`src/rtl/rom_dl_sequencer_if.sv`:
```
// rom_dl_sequencer_if: the two SDRAM write ports fed by the ROM download sequencer.
// Each port uses a toggle req/ack handshake; master drives req/a/ds/d, slave returns ack.
interface rom_dl_sequencer_if;
    logic        port1_req;
    logic        port1_ack;
    logic [22:0] port1_a;
    logic [1:0]  port1_ds;
    logic [15:0] port1_d;
    logic        port2_req;
    logic        port2_ack;
    logic [22:0] port2_a;
    logic [1:0]  port2_ds;
    logic [15:0] port2_d;

    modport master (
        output port1_req, port1_a, port1_ds, port1_d,
        output port2_req, port2_a, port2_ds, port2_d,
        input  port1_ack, port2_ack
    );

    modport slave (
        input  port1_req, port1_a, port1_ds, port1_d,
        input  port2_req, port2_a, port2_ds, port2_d,
        output port1_ack, port2_ack
    );
endinterface

```
`src/rtl/rom_dl_sequencer.sv`:
```
// rom_dl_sequencer: buffers ioctl ROM bytes, writes them to SDRAM port1/port2, owns core reset.
// Optional macro DL_BOTH_PORTS_EN: mirror every byte onto both ports instead of region routing.
module rom_dl_sequencer #(
    parameter logic [24:0] SP_BASE   = 25'h12000,
    parameter logic [7:0]  DL_INDEX  = 8'h00,
    parameter int          FIFO_LOG2 = 2,
    parameter logic [15:0] RST_HOLD  = 16'hFFFF
) (
    input  logic               clk_sys,
    input  logic               reset_n,
    input  logic               ioctl_downl,
    input  logic [7:0]         ioctl_index,
    input  logic               ioctl_wr,
    input  logic [24:0]        ioctl_addr,
    input  logic [7:0]         ioctl_dout,
    input  logic               user_rst,
    rom_dl_sequencer_if.master sdram,
    output logic               rom_loaded,
    output logic               core_reset,
    output logic               dl_busy,
    output logic               overflow
);

    typedef enum logic [1:0] {
        S_IDLE,
        S_ISSUE,
        S_WAIT
    } state_t;

    localparam int DEPTH = 1 << FIFO_LOG2;
    localparam logic [FIFO_LOG2:0] CNT_ONE = {{FIFO_LOG2{1'b0}}, 1'b1};
    localparam logic [FIFO_LOG2:0] FULL_CNT = CNT_ONE << FIFO_LOG2;
    localparam logic [FIFO_LOG2-1:0] PTR_ONE = CNT_ONE[FIFO_LOG2-1:0];

    logic [32:0]          fifo_mem [DEPTH];
    logic [FIFO_LOG2-1:0] wr_ptr;
    logic [FIFO_LOG2-1:0] rd_ptr;
    logic [FIFO_LOG2:0]   count;
    logic                 wr_q;
    logic                 downl_q;
    logic                 load_pending;
    logic [15:0]          rst_cnt;
    state_t               state;
    logic                 sel1;
    logic                 sel2;

    logic        empty;
    logic        full;
    logic        wr_rise;
    logic        push_req;
    logic        push;
    logic        pop;
    logic        drop;
    logic [24:0] head_addr;
    logic [7:0]  head_byte;
    logic [24:0] sp;
    logic [22:0] p1_a;
    logic [1:0]  p1_ds;
    logic [22:0] p2_a;
    logic [1:0]  p2_ds;
    logic [15:0] head_d;
    logic        ack1_ok;
    logic        ack2_ok;
    logic        xfer_done;
    logic        drained;
    logic        dl_fall;
    logic        unused_bits;

    assign empty     = (count == '0);
    assign full      = (count == FULL_CNT);
    assign wr_rise   = ioctl_wr & ~wr_q;
    assign push_req  = wr_rise & ioctl_downl & (ioctl_index == DL_INDEX);
    assign pop       = (state == S_IDLE) & ~empty;
    assign push      = push_req & (~full | pop);
    assign drop      = push_req & full & ~pop;

    assign head_addr = fifo_mem[rd_ptr][32:8];
    assign head_byte = fifo_mem[rd_ptr][7:0];
    assign head_d    = {head_byte, head_byte};
    assign sp        = head_addr - SP_BASE;

    assign p1_a      = head_addr[23:1];
    assign p1_ds     = {head_addr[0], ~head_addr[0]};
    assign p2_a      = {sp[23:16], sp[13:0], sp[15]};
    assign p2_ds     = {sp[14], ~sp[14]};

    assign ack1_ok   = ~sel1 | (sdram.port1_ack == sdram.port1_req);
    assign ack2_ok   = ~sel2 | (sdram.port2_ack == sdram.port2_req);
    assign xfer_done = ack1_ok & ack2_ok;

    assign drained   = ~ioctl_downl & empty & (state == S_IDLE);
    assign dl_fall   = downl_q & ~ioctl_downl;
    assign dl_busy   = ioctl_downl | ~empty | (state != S_IDLE);

    assign unused_bits = ^{head_addr[24], sp[24]};

    // Byte FIFO storage; entries are only read while count says they are valid.
    always_ff @(posedge clk_sys) begin
        if (push) begin
            fifo_mem[wr_ptr] <= {ioctl_addr, ioctl_dout};
        end
    end

    // Strobe edge detect, FIFO pointers/occupancy and sticky overflow.
    always_ff @(posedge clk_sys) begin
        if (!reset_n) begin
            wr_q     <= 1'b0;
            wr_ptr   <= '0;
            rd_ptr   <= '0;
            count    <= '0;
            overflow <= 1'b0;
        end else begin
            wr_q <= ioctl_wr;
            if (push) begin
                wr_ptr <= wr_ptr + PTR_ONE;
            end
            if (pop) begin
                rd_ptr <= rd_ptr + PTR_ONE;
            end
            case ({push, pop})
                2'b10:   count <= count + CNT_ONE;
                2'b01:   count <= count - CNT_ONE;
                default: count <= count;
            endcase
            if (drop) begin
                overflow <= 1'b1;
            end
        end
    end

    // Transfer FSM: pop a byte, load port registers, toggle req, wait for ack.
    always_ff @(posedge clk_sys) begin
        if (!reset_n) begin
            state           <= S_IDLE;
            sel1            <= 1'b0;
            sel2            <= 1'b0;
            sdram.port1_req <= sdram.port1_ack;
            sdram.port2_req <= sdram.port2_ack;
            sdram.port1_a   <= '0;
            sdram.port1_ds  <= '0;
            sdram.port1_d   <= '0;
            sdram.port2_a   <= '0;
            sdram.port2_ds  <= '0;
            sdram.port2_d   <= '0;
        end else begin
            unique case (state)
                S_IDLE: begin
                    if (pop) begin
`ifdef DL_BOTH_PORTS_EN
                        sel1           <= 1'b1;
                        sel2           <= 1'b1;
                        sdram.port1_a  <= p1_a;
                        sdram.port1_ds <= p1_ds;
                        sdram.port1_d  <= head_d;
                        sdram.port2_a  <= p2_a;
                        sdram.port2_ds <= p2_ds;
                        sdram.port2_d  <= head_d;
`else
                        unique case (1'b1)
                            (head_addr >= SP_BASE): begin
                                sel1           <= 1'b0;
                                sel2           <= 1'b1;
                                sdram.port2_a  <= p2_a;
                                sdram.port2_ds <= p2_ds;
                                sdram.port2_d  <= head_d;
                            end
                            default: begin
                                sel1           <= 1'b1;
                                sel2           <= 1'b0;
                                sdram.port1_a  <= p1_a;
                                sdram.port1_ds <= p1_ds;
                                sdram.port1_d  <= head_d;
                            end
                        endcase
`endif
                        state <= S_ISSUE;
                    end
                end
                S_ISSUE: begin
                    if (sel1) begin
                        sdram.port1_req <= ~sdram.port1_req;
                    end
                    if (sel2) begin
                        sdram.port2_req <= ~sdram.port2_req;
                    end
                    state <= S_WAIT;
                end
                S_WAIT: begin
                    if (xfer_done) begin
                        state <= S_IDLE;
                    end
                end
                default: state <= S_IDLE;
            endcase
        end
    end

    // Download completion flag, second-reset counter and registered core reset.
    always_ff @(posedge clk_sys) begin
        if (!reset_n) begin
            downl_q      <= 1'b0;
            load_pending <= 1'b0;
            rom_loaded   <= 1'b0;
            rst_cnt      <= RST_HOLD;
            core_reset   <= 1'b1;
        end else begin
            downl_q <= ioctl_downl;
            if ((load_pending | dl_fall) & drained) begin
                rom_loaded   <= 1'b1;
                load_pending <= 1'b0;
            end else if (dl_fall) begin
                load_pending <= 1'b1;
            end
            if (user_rst | ~rom_loaded) begin
                rst_cnt <= RST_HOLD;
            end else if (rst_cnt != 16'd0) begin
                rst_cnt <= rst_cnt - 16'd1;
            end
            core_reset <= user_rst | ~rom_loaded | (rst_cnt == 16'd1);
        end
    end

endmodule

```
`src/flat_wrapper.sv`:
```
// flat-port wrapper written by rule: the top's interface ports become plain ports
module rom_dl_sequencer_flat 
#(
    parameter logic [24:0] SP_BASE   = 25'h12000,
    parameter logic [7:0]  DL_INDEX  = 8'h00,
    parameter int          FIFO_LOG2 = 2,
    parameter logic [15:0] RST_HOLD  = 16'hFFFF
)
  (clk_sys, reset_n, ioctl_downl, ioctl_index, ioctl_wr, ioctl_addr, ioctl_dout, user_rst, rom_loaded, core_reset, dl_busy, overflow, sdram_port1_req, sdram_port1_a, sdram_port1_ds, sdram_port1_d, sdram_port2_req, sdram_port2_a, sdram_port2_ds, sdram_port2_d, sdram_port1_ack, sdram_port2_ack);
  rom_dl_sequencer_if sdram_i ();
  input  logic clk_sys;
  input  logic reset_n;
  input  logic ioctl_downl;
  input  logic [7:0] ioctl_index;
  input  logic ioctl_wr;
  input  logic [24:0] ioctl_addr;
  input  logic [7:0] ioctl_dout;
  input  logic user_rst;
  output logic rom_loaded;
  output logic core_reset;
  output logic dl_busy;
  output logic overflow;
  output wire logic [$bits(sdram_i.port1_req)-1:0] sdram_port1_req;
  output wire logic [$bits(sdram_i.port1_a)-1:0] sdram_port1_a;
  output wire logic [$bits(sdram_i.port1_ds)-1:0] sdram_port1_ds;
  output wire logic [$bits(sdram_i.port1_d)-1:0] sdram_port1_d;
  output wire logic [$bits(sdram_i.port2_req)-1:0] sdram_port2_req;
  output wire logic [$bits(sdram_i.port2_a)-1:0] sdram_port2_a;
  output wire logic [$bits(sdram_i.port2_ds)-1:0] sdram_port2_ds;
  output wire logic [$bits(sdram_i.port2_d)-1:0] sdram_port2_d;
  input wire logic [$bits(sdram_i.port1_ack)-1:0] sdram_port1_ack;
  input wire logic [$bits(sdram_i.port2_ack)-1:0] sdram_port2_ack;
  assign sdram_port1_req = sdram_i.port1_req;
  assign sdram_port1_a = sdram_i.port1_a;
  assign sdram_port1_ds = sdram_i.port1_ds;
  assign sdram_port1_d = sdram_i.port1_d;
  assign sdram_port2_req = sdram_i.port2_req;
  assign sdram_port2_a = sdram_i.port2_a;
  assign sdram_port2_ds = sdram_i.port2_ds;
  assign sdram_port2_d = sdram_i.port2_d;
  assign sdram_i.port1_ack = sdram_port1_ack;
  assign sdram_i.port2_ack = sdram_port2_ack;
  rom_dl_sequencer #(.SP_BASE(SP_BASE), .DL_INDEX(DL_INDEX), .FIFO_LOG2(FIFO_LOG2), .RST_HOLD(RST_HOLD)) u_core (.clk_sys(clk_sys), .reset_n(reset_n), .ioctl_downl(ioctl_downl), .ioctl_index(ioctl_index), .ioctl_wr(ioctl_wr), .ioctl_addr(ioctl_addr), .ioctl_dout(ioctl_dout), .user_rst(user_rst), .sdram(sdram_i), .rom_loaded(rom_loaded), .core_reset(core_reset), .dl_busy(dl_busy), .overflow(overflow));
endmodule
```
`config.mk`:
```
export PLATFORM = sky130hd
export DESIGN_NAME = rom_dl_sequencer_flat
export DESIGN_NICKNAME = d
export VERILOG_FILES = /design/src/rtl/rom_dl_sequencer_if.sv /design/src/rtl/rom_dl_sequencer.sv /design/src/flat_wrapper.sv
export SDC_FILE = /design/constraint.sdc
export NUM_CORES = 1
export LEC_CHECK = 0
export CAP_MARGIN = 20
export CORE_ASPECT_RATIO = 1.5
export CORE_MARGIN = 2
export CORE_UTILIZATION = 45
export DETAILED_ROUTE_END_ITERATION = 16
export PLACE_DENSITY = 0.68
export SLEW_MARGIN = 20
export SYNTH_ARGS = -nofsm -noshare
export SYNTH_HDL_FRONTEND = slang
export SYNTH_SLANG_ARGS = --single-unit
export TNS_END_PERCENT = 50
```
`constraint.sdc`:
```
create_clock -name clk_sys -period 3.81 [get_ports clk_sys]
set_input_delay 0.5715 -clock clk_sys [delete_from_list [all_inputs] [get_ports clk_sys]]
set_output_delay 0.5715 -clock clk_sys [all_outputs]
set_load 0.01 [all_outputs]
```
Word-level counts from Yosys, hierarchy flattened
Memories as Yosys holds them, arrays and structs flattened. A register that Yosys moved wholly into a read port is not among the register bits. Cells that the tools add are included.

Flip-flop bits (word level): 117. RAM bits: 132. Bits of input ports: 48. Output and inout bits: 88. Word-level logic and storage cells: 106. Memories: 1.

Memory list: u_core.fifo_mem (words 4, bits a word 33, rd ports 1, clocked after Yosys merged registers in 1, write ports 1, line rom_dl_sequencer.sv:35) `logic [32:0] fifo_mem [DEPTH];`.

Add/sub/neg operators: 6. $lt $le $gt $ge: 1. Equality and inequality tests: 13. Mux-type cells: 16. Bitwise logic cells: 34. Reductions and logical operators: 14.

Operator list (count): $ge 25x17->1 const B (1); $sub 24x17->24 const B (1); $eq 16x1->1 const B (1); $reduce_bool 16->1 (1); $sub 16x1->16 const B (1); $not 1->1 (14); $and 1x1->1 (12); $mux 1 (10); $ne 2x1->1 const B (5); $logic_not 8->1 (1); $mux 2 (4); $or 1x1->1 (8); $reduce_and 2->1 (4); $pmux 2 s3 (1); $pmux 3 s2 (1); $reduce_and 3->1 (2); $add 2x1->2 const B (2); $eq 2x1->1 const B (2); $eq 2x2->1 const B (2); $reduce_bool 2->1 (2); $reduce_or 2->1 (2); $add 3x1->3 const B (1); $eq 3x3->1 const B (1); $logic_not 3->1 (1); other kinds (3) (4).

Logic depth before layout (Yosys ltp)
Gate-level depths: netlist (run 1).

Depth in word-level cells: 7. Depth in mapped cells: 13. Mapped depth without buffers: 8.

Worst setup path after synthesis (run 1)
OpenSTA, ideal clock, no wires.

Path kind: register to register. From: register with a tool-made name. To: register u_core.sdram.port2_a[15]. Library setup time: 121 ps. Arrival time: 2613 ps. Required time: 3689 ps. Setup slack: 1076 ps. Stages on the path, launching flop included: 12. Buffers on the path: 3. Period minus slack after synthesis: 2734 ps. Cells stage by stage: dfxtp_1 buf_2 buf_2 buf_1 mux4_2 inv_1 ha_1 inv_1 o21ai_1 nand4_2 o21ai_4 mux2_4.

RTL lines: end signal: assignment (line rom_dl_sequencer.sv:163) `sdram.port2_a <= p2_a;`; end: declaration (line rom_dl_sequencer_if.sv:17) `output port2_req, port2_a, port2_ds, port2_d,`.

==> results_dict.tcl, run 1 <==
set metrics [dict create \
    place_hpwl_mm 14.04 \
    rows 65 \
    core_area_um2 20980 \
    worst_skew_pair.late_latency_ps 500 \
    ys_top_cells_by_area "edfxtp_1 (42%), dfxtp_1 (21%), mux2i_1 (5.8%), mux4_2 (4.9%), nand2_1 (4.2%)" \
    hold-path-endpoint "u_core.sdram.port2_a[10]" \
    fin_crit_sh_pct 85.65 \
    first_pass_iters 4 \
    grt_max_degree 65 \
    cts-htree-levels 1 \
    clk_pin_slew_worst_paths_ps 60 \
    wl_per_cell_um 18.72 \
    setup_viol 0 \
    synth_cells 671 \
    grtUsageMet1_pct 21.18 \
    yosysUniqueCellTypes 63 \
    die_w_um 123.4 \
    routed_wl_mm 20.12 \
    cts-root-buf "clkbuf_16" \
    cp.arrival_ps 3620 \
    die_area_um2 22590 \
    antenna_found_initial 0 \
    required_ps 4170 \
    drv_cap 0 \
    diodes 0 \
    grt_overflow 0 \
    cts_setup_buffers 0 \
    seq_area_frac_synth_pct 62.85 \
    detail_route.iter0.violations 291 \
    crit_type "register to register" \
    hold_slack_ps 460.9 \
    grt-busiest-layer "met2" \
    cp_max_fo 26 \
    gp_congestion 0.8013 \
    yosys_most_used_dff "edfxtp_1" \
    synth_area_um2 9619 \
    vias 5711 \
    r2r-end "u_core.sdram.port2_a[2]" \
    cts_tree "built" \
    outcome "completed" \
    tightest_slew_ps 1056 \
    synth_seq_cells 235 \
    synth_top_area_share_pct 41.83 \
    powerDensity_nw_per_um2 624.5 \
    holdPathStages 2 \
    cts.path.max_buffers 3 \
    synthArstFlopShare_pct 0 \
    ant_nets 0 \
    yosys_warnings 0 \
    critPathCaptureType "register" \
    leakagePower_nw 4.054 \
    slew_viol_final 0 \
    grt_pass1_wl_mm 31.55 \
    synth_edf_count 134 \
    hold_viol_final 0 \
    grtUsageMet3_pct 3.203 \
    reg2regPathDepth 7 \
    yosysTopAreaCell "edfxtp_1" \
    synthToLayoutAreaGrowth_pct 22.11 \
    hp-start "u_core.sdram.port2_a[10]" \
    synth_fp_nets 729 \
    synth_area_per_cell_um2 14.34 \
    cts_resized 0 \
    rsz0062_at_grt "false" \
    grt_use_met2_pct 31.67 \
    relSlewSlack_pct 29.37 \
    finalNetCount 849 \
    grt_pass1_vias 6016 \
    vdd_drop_max_mv 0.3238 \
    port_buffers 135 \
    start_util_pct 45.84 \
    cts_inserted_buffers 23 \
    hold_class "register to register" \
    drive_above_1_share_pct 11.15 \
    grt_usage_pct 17.71 \
    start_kind "register" \
    drc 0 \
    die_y_um 183.1 \
    skew_ps 17.40 \
    final.setup.tns_ps 0 \
    reg2reg_setup_slack_ps 550 \
    cts_hold_buffers 0 \
    avgViaCountPerCell 5.313 \
    max_freq_ghz 0.3064 \
    post-route-min-period_ps 3263 \
    io-pin-count 136 \
    cts_sinks 235 \
]
[cell families after synthesis]
logic type,after synthesis,synth area share (%)
buffers and inverters,65,5.164
XOR/XNOR,21,1.912
multiplexers,90,14.18
AND/OR/NAND/NOR,203,11.02
flip-flops,235,62.85
AO/OA/AOI/OAI,47,3.499
adder cells (fa/ha/maj),10,1.379
[state kept, by name (all words and copies together), names as in the netlist, named ones only]
name,cells
u_core.rom_loaded,1
u_core.sdram.port1_req,1
u_core.fifo_mem,132
u_core.core_reset,1
u_core.sdram.port2_d,8
u_core.overflow,1
u_core.count,3
u_core.sdram.port2_ds,2
u_core.sdram.port1_a,23
u_core.state,2
u_core.sdram.port2_req,1
u_core.downl_q,1
u_core.sel1,1
u_core.sdram.port1_ds,2
u_core.sdram.port1_d,8
u_core.rd_ptr,2
u_core.sel2,1
u_core.sdram.port2_a,23
u_core.wr_q,1
u_core.rst_cnt,16
u_core.load_pending,1
u_core.wr_ptr,2
[per-stage QoR]
step	power [mW]	area [um^2]	worst slack (ps)	utilization, %	instances
global route	7.662	11750	334.3	55.98	1075
floorplan	4.457	9619	1076	-	671
global placement	4.997	10950	544.1	52.20	1034
finish	7.336	11750	546.6	55.98	1075
CTS	7.423	11750	442.4	55.98	1075
detailed placement	5.045	10950	479.0	52.20	1034
[cell usage after synthesis, drive strengths merged, types with 2 or more instances]
cell	number
edfxtp	134
and2	6
and3	8
or2	4
nor4	10
mux4	33
nor3	6
xnor2	16
nand2	108
nor3b	8
nor4b	6
nand3	6
or4	2
o21ai	11
o21a	4
a21o	4
a2111oi	5
dfxtp	101
a21oi	7
inv	12
nor2	23
or3	5
xor2	5
nand3b	2
clkbuf	10
buf	36
a211oi	5
ha	9
nand2b	4
o31a	3
a21boi	2
dlygate4sd1	6
mux2i	56
[routing by layer]
| metal | share of wire, % | wire, um | vias to the layer above |
|---|---|---|---|
| li1 | - | - | 2693 |
| met5 | 0 | 0 | - |
| met3 | 5.1 | 1020 | 39 |
| met1 | 40 | 7994 | 2832 |
| met4 | 2.7 | 544 | 0 |
| met2 | 52 | 10560 | 147 |
[layout make-up]
| class | count | area [um^2] |
|---|---|---|
| inverter | 13 | 48.80 |
| timing repair buffer | 147 | 1439 |
| tap | 268 | 335.3 |
| clock inverter | 16 | 210.2 |
| clock buffer | 25 | 583.1 |
| fill | 1679 | 9236 |
| sequential | 235 | 6047 |
| multi-input combinational | 371 | 3083 |
[power breakdown]
group          internal [mW]  switching (mW)
logic                  0.963           0.916
registers               2.90           0.197
clock network           1.45           0.915
total                   5.31            2.03
[cells in the final DEF, fill, tap and decap left out, types with 3 or more instances in the layout]
master and instances:
a21o_1 4, nand3_1 6, o21ai_0 8, nor2_1 23
nand2_1 108, clkbuf_16 23, a2111oi_0 5, mux4_2 21
clkdlybuf4s50_1 134, dfxtp_1 100, or3_1 5, inv_1 12
ha_1 9, and3_1 8, xor2_1 5, xnor2_1 16
nor3_1 5, clkinv_1 5, nor3b_2 7, nor4b_1 3
nor4b_2 3, a211oi_1 5, buf_4 13, mux2i_1 56
mux4_1 12, edfxtp_1 134, and2_1 5, o21a_1 4
nand2b_1 4, a21oi_1 7, bufinv_16 5, nor4_1 7
clkinv_2 3
[worst max path at each step]
stage               startpoint                  endpoint  slack [ps]  cells past startpoint
CTS                   register   u_core.sdram.port2_a[2]         440                      7
global route          register   u_core.sdram.port2_a[2]         330                      7
finish                register   u_core.sdram.port2_a[2]         550                      7
floorplan             register  u_core.sdram.port2_a[15]        1080                     11
global placement      register  u_core.sdram.port2_a[20]         540                      7
detailed placement    register   u_core.sdram.port2_a[2]         480                      7
[worst max-delay path, stage by stage (launching register included)]
cell     delay, ps
dfxtp_2        630
buf_4          430
mux4_1         650
nor4b_2        410
and4_4         350
o21ai_4        120
buf_4          320
mux2i_1        180
No activity file was read; power rests on OpenSTA's default activity.
==> run 2, diff against run 1 <==
GPL_TIMING_DRIVEN = 0   (was unset)
PLACE_DENSITY = 0.7   (was 0.68)
clock period = 2.8 ns   (was 3.81 ns; I/O delays follow)
==> run 2 against run 1 <==
  * Combinational power grew 72%
  * Clock-buffer cell count grew 4
  * Largest cell class unchanged
  * Wire length grew 1.1%
  * First-iteration DRC count decreased by 4.8%
  * Cell count is 5.8% higher
  * Critical path depth increased by 5
  * Worst hold slack got worse by 210 ps
  * Die area stayed put
  * Total power grew 42%
  * Non-clock buffer count up 64
  * Critical path type unchanged
==> results_dict.tcl, run 2 (synthesized netlist as in run 1, its figures left out) <==
set metrics [dict create \
    p_total_mw 10.41 \
    final_core_util_pct 59.28 \
    rows 65 \
    top_regs "u_core.fifo_mem (132), u_core.sdram.port1_a (23), u_core.sdram.port2_a (23)" \
    grt_pass1_vias 5889 \
    drive_above_1_share_pct 16.34 \
    pre_cts_ws_ps -643.8 \
    outcome "completed" \
    die_area_um2 22590 \
    drc 0 \
    hold_slack_ps 252.4 \
    cts_hold_buffers 0 \
    start_kind "register" \
    cp.arrival_ps 3120 \
    detail_route.iter0.violations 277 \
    final.setup.tns_ps 0 \
    grt_overflow 0 \
    reg2regPathDepth 12 \
    final_cells 1137 \
    leakagePower_nw 4.382 \
    grt_pass1_wl_mm 31.59 \
    cts-root-buf "clkbuf_16" \
    core_area_um2 20980 \
    largest_register_ffs 132 \
    drv_cap 0 \
    cts_inserted_buffers 23 \
    holdPathStages 3 \
    finalWorstSetupSlack_ps 101.6 \
    io-pin-count 136 \
    cts_tree "built" \
    cts-htree-levels 1 \
    port_buffers 134 \
    grt_usage_pct 18.00 \
    required_ps 3220 \
    clk_pin_slew_worst_paths_ps 60 \
    finalNetCount 913 \
    tightest_slew_ps 602.4 \
    critPathCaptureType "register" \
    cp_max_fo 10 \
    cts.path.max_buffers 3 \
    worst_skew_pair.late_latency_ps 500 \
    dp.cells 1077 \
    antenna_found_initial 0 \
    first_pass_iters 4 \
    grt_max_degree 29 \
    regMostFlops "u_core.fifo_mem" \
    seq_area_um2 6047 \
    max_freq_ghz 0.3706 \
    powerDensity_nw_per_um2 836.8 \
    multiInputGateArea_um2 3127 \
    post-route-min-period_ps 2698 \
    routed_wl_mm 20.34 \
    synthToLayoutAreaGrowth_pct 29.32 \
    stdcell_area_um2 12440 \
    avgViaCountPerCell 5.081 \
    num-fill-cells 1691 \
    start_util_pct 45.84 \
    fin_crit_sh_pct 96.37 \
    hold_viol_final 0 \
    slew_viol_final 0 \
    dpl-instance-area_um2 11400 \
    setup_viol 0 \
    skew_ps 12.27 \
    crit_type "register to register" \
    place_hpwl_mm 14.78 \
    gp_congestion 0.8093 \
    ant_nets 0 \
    die_w_um 123.4 \
    relSlewSlack_pct 59.84 \
    wl_per_cell_um 17.89 \
    final_cell_mix "clkdlybuf4s50_1 (134), edfxtp_1 (134), nand2_1 (108), dfxtp_1 (100), mux2i_1 (56)" \
    vias 5777 \
    cts_sinks 235 \
    die_y_um 183.1 \
    diodes 0 \
    hold_class "input port to register" \
    vdd_drop_max_mv 0.4744 \
]
run 2: cell count changes in the layout (fill, tap and decap cells not counted), sizes merged:
cell | before | now
clkbuf | 25 | 42
bufinv | 5 | 3
inv | 14 | 12
dlygate4sd1 | 0 | 6
clkinv | 8 | 6
buf | 13 | 58
run 2: worst max-delay path: stages (launching register included):
cell	delay (ps)
dfxtp_2	320
buf_6	120
buf_12	110
buf_12	90
mux4_2	580
buf_4	170
ha_1	180
nor4b_2	150
and4_4	220
o21ai_4	170
buf_12	150
buf_12	140
mux2i_1	200
run 2: timing repair:
action / in CTS / in global routing
endpoints found under the setup margin: 68 / 66
pin swaps: 2 / 3
cloned: 0 / 2
resized for setup: 9 / 15
hold endpoints to repair: 0 / 0
buffers inserted: 9 / 10
run 2: layout make-up:
class	count	share of cell area (%)
flip-flops and latches	235	48.61
multi-input cells	371	25.14
repair buffers	159	13.39
clock buffers	29	4.888
plain buffers	52	3.913
well taps	268	2.696
clock inverters	10	0.9757
inverters	13	0.3923
run 2: path summary, 6_finish.rpt:
check	from	end	slack (ps)
worst max-delay path	register	u_core.sdram.port2_a[18]	100
worst min-delay path	reset_n	u_core.sdram.port1_ds[0]	250
worst max register to register	register	u_core.sdram.port2_a[18]	100
worst min register to register	u_core.sdram.port1_ds[0]	u_core.sdram.port1_ds[0]	450
run 2: power breakdown:
group,total [mW],leakage (nW),switching [mW],internal [mW]
registers,4.14,2.03,0.197,3.94
logic,3.24,2.01,1.46,1.78
clock network,3.03,0.347,1.23,1.80
total,10.4,4.38,2.89,7.52
run 2: per-layer routing:
metal / GRT usage, % / vias up / share of wire, %
met3: 2.550 / 28 / 4.1
met4: 5.409 / 0 / 1.9
met1: 21.70 / 2806 / 40
met2: 32.79 / 126 / 54
li1: - / 2817 / -
met5: 0 / - / 0
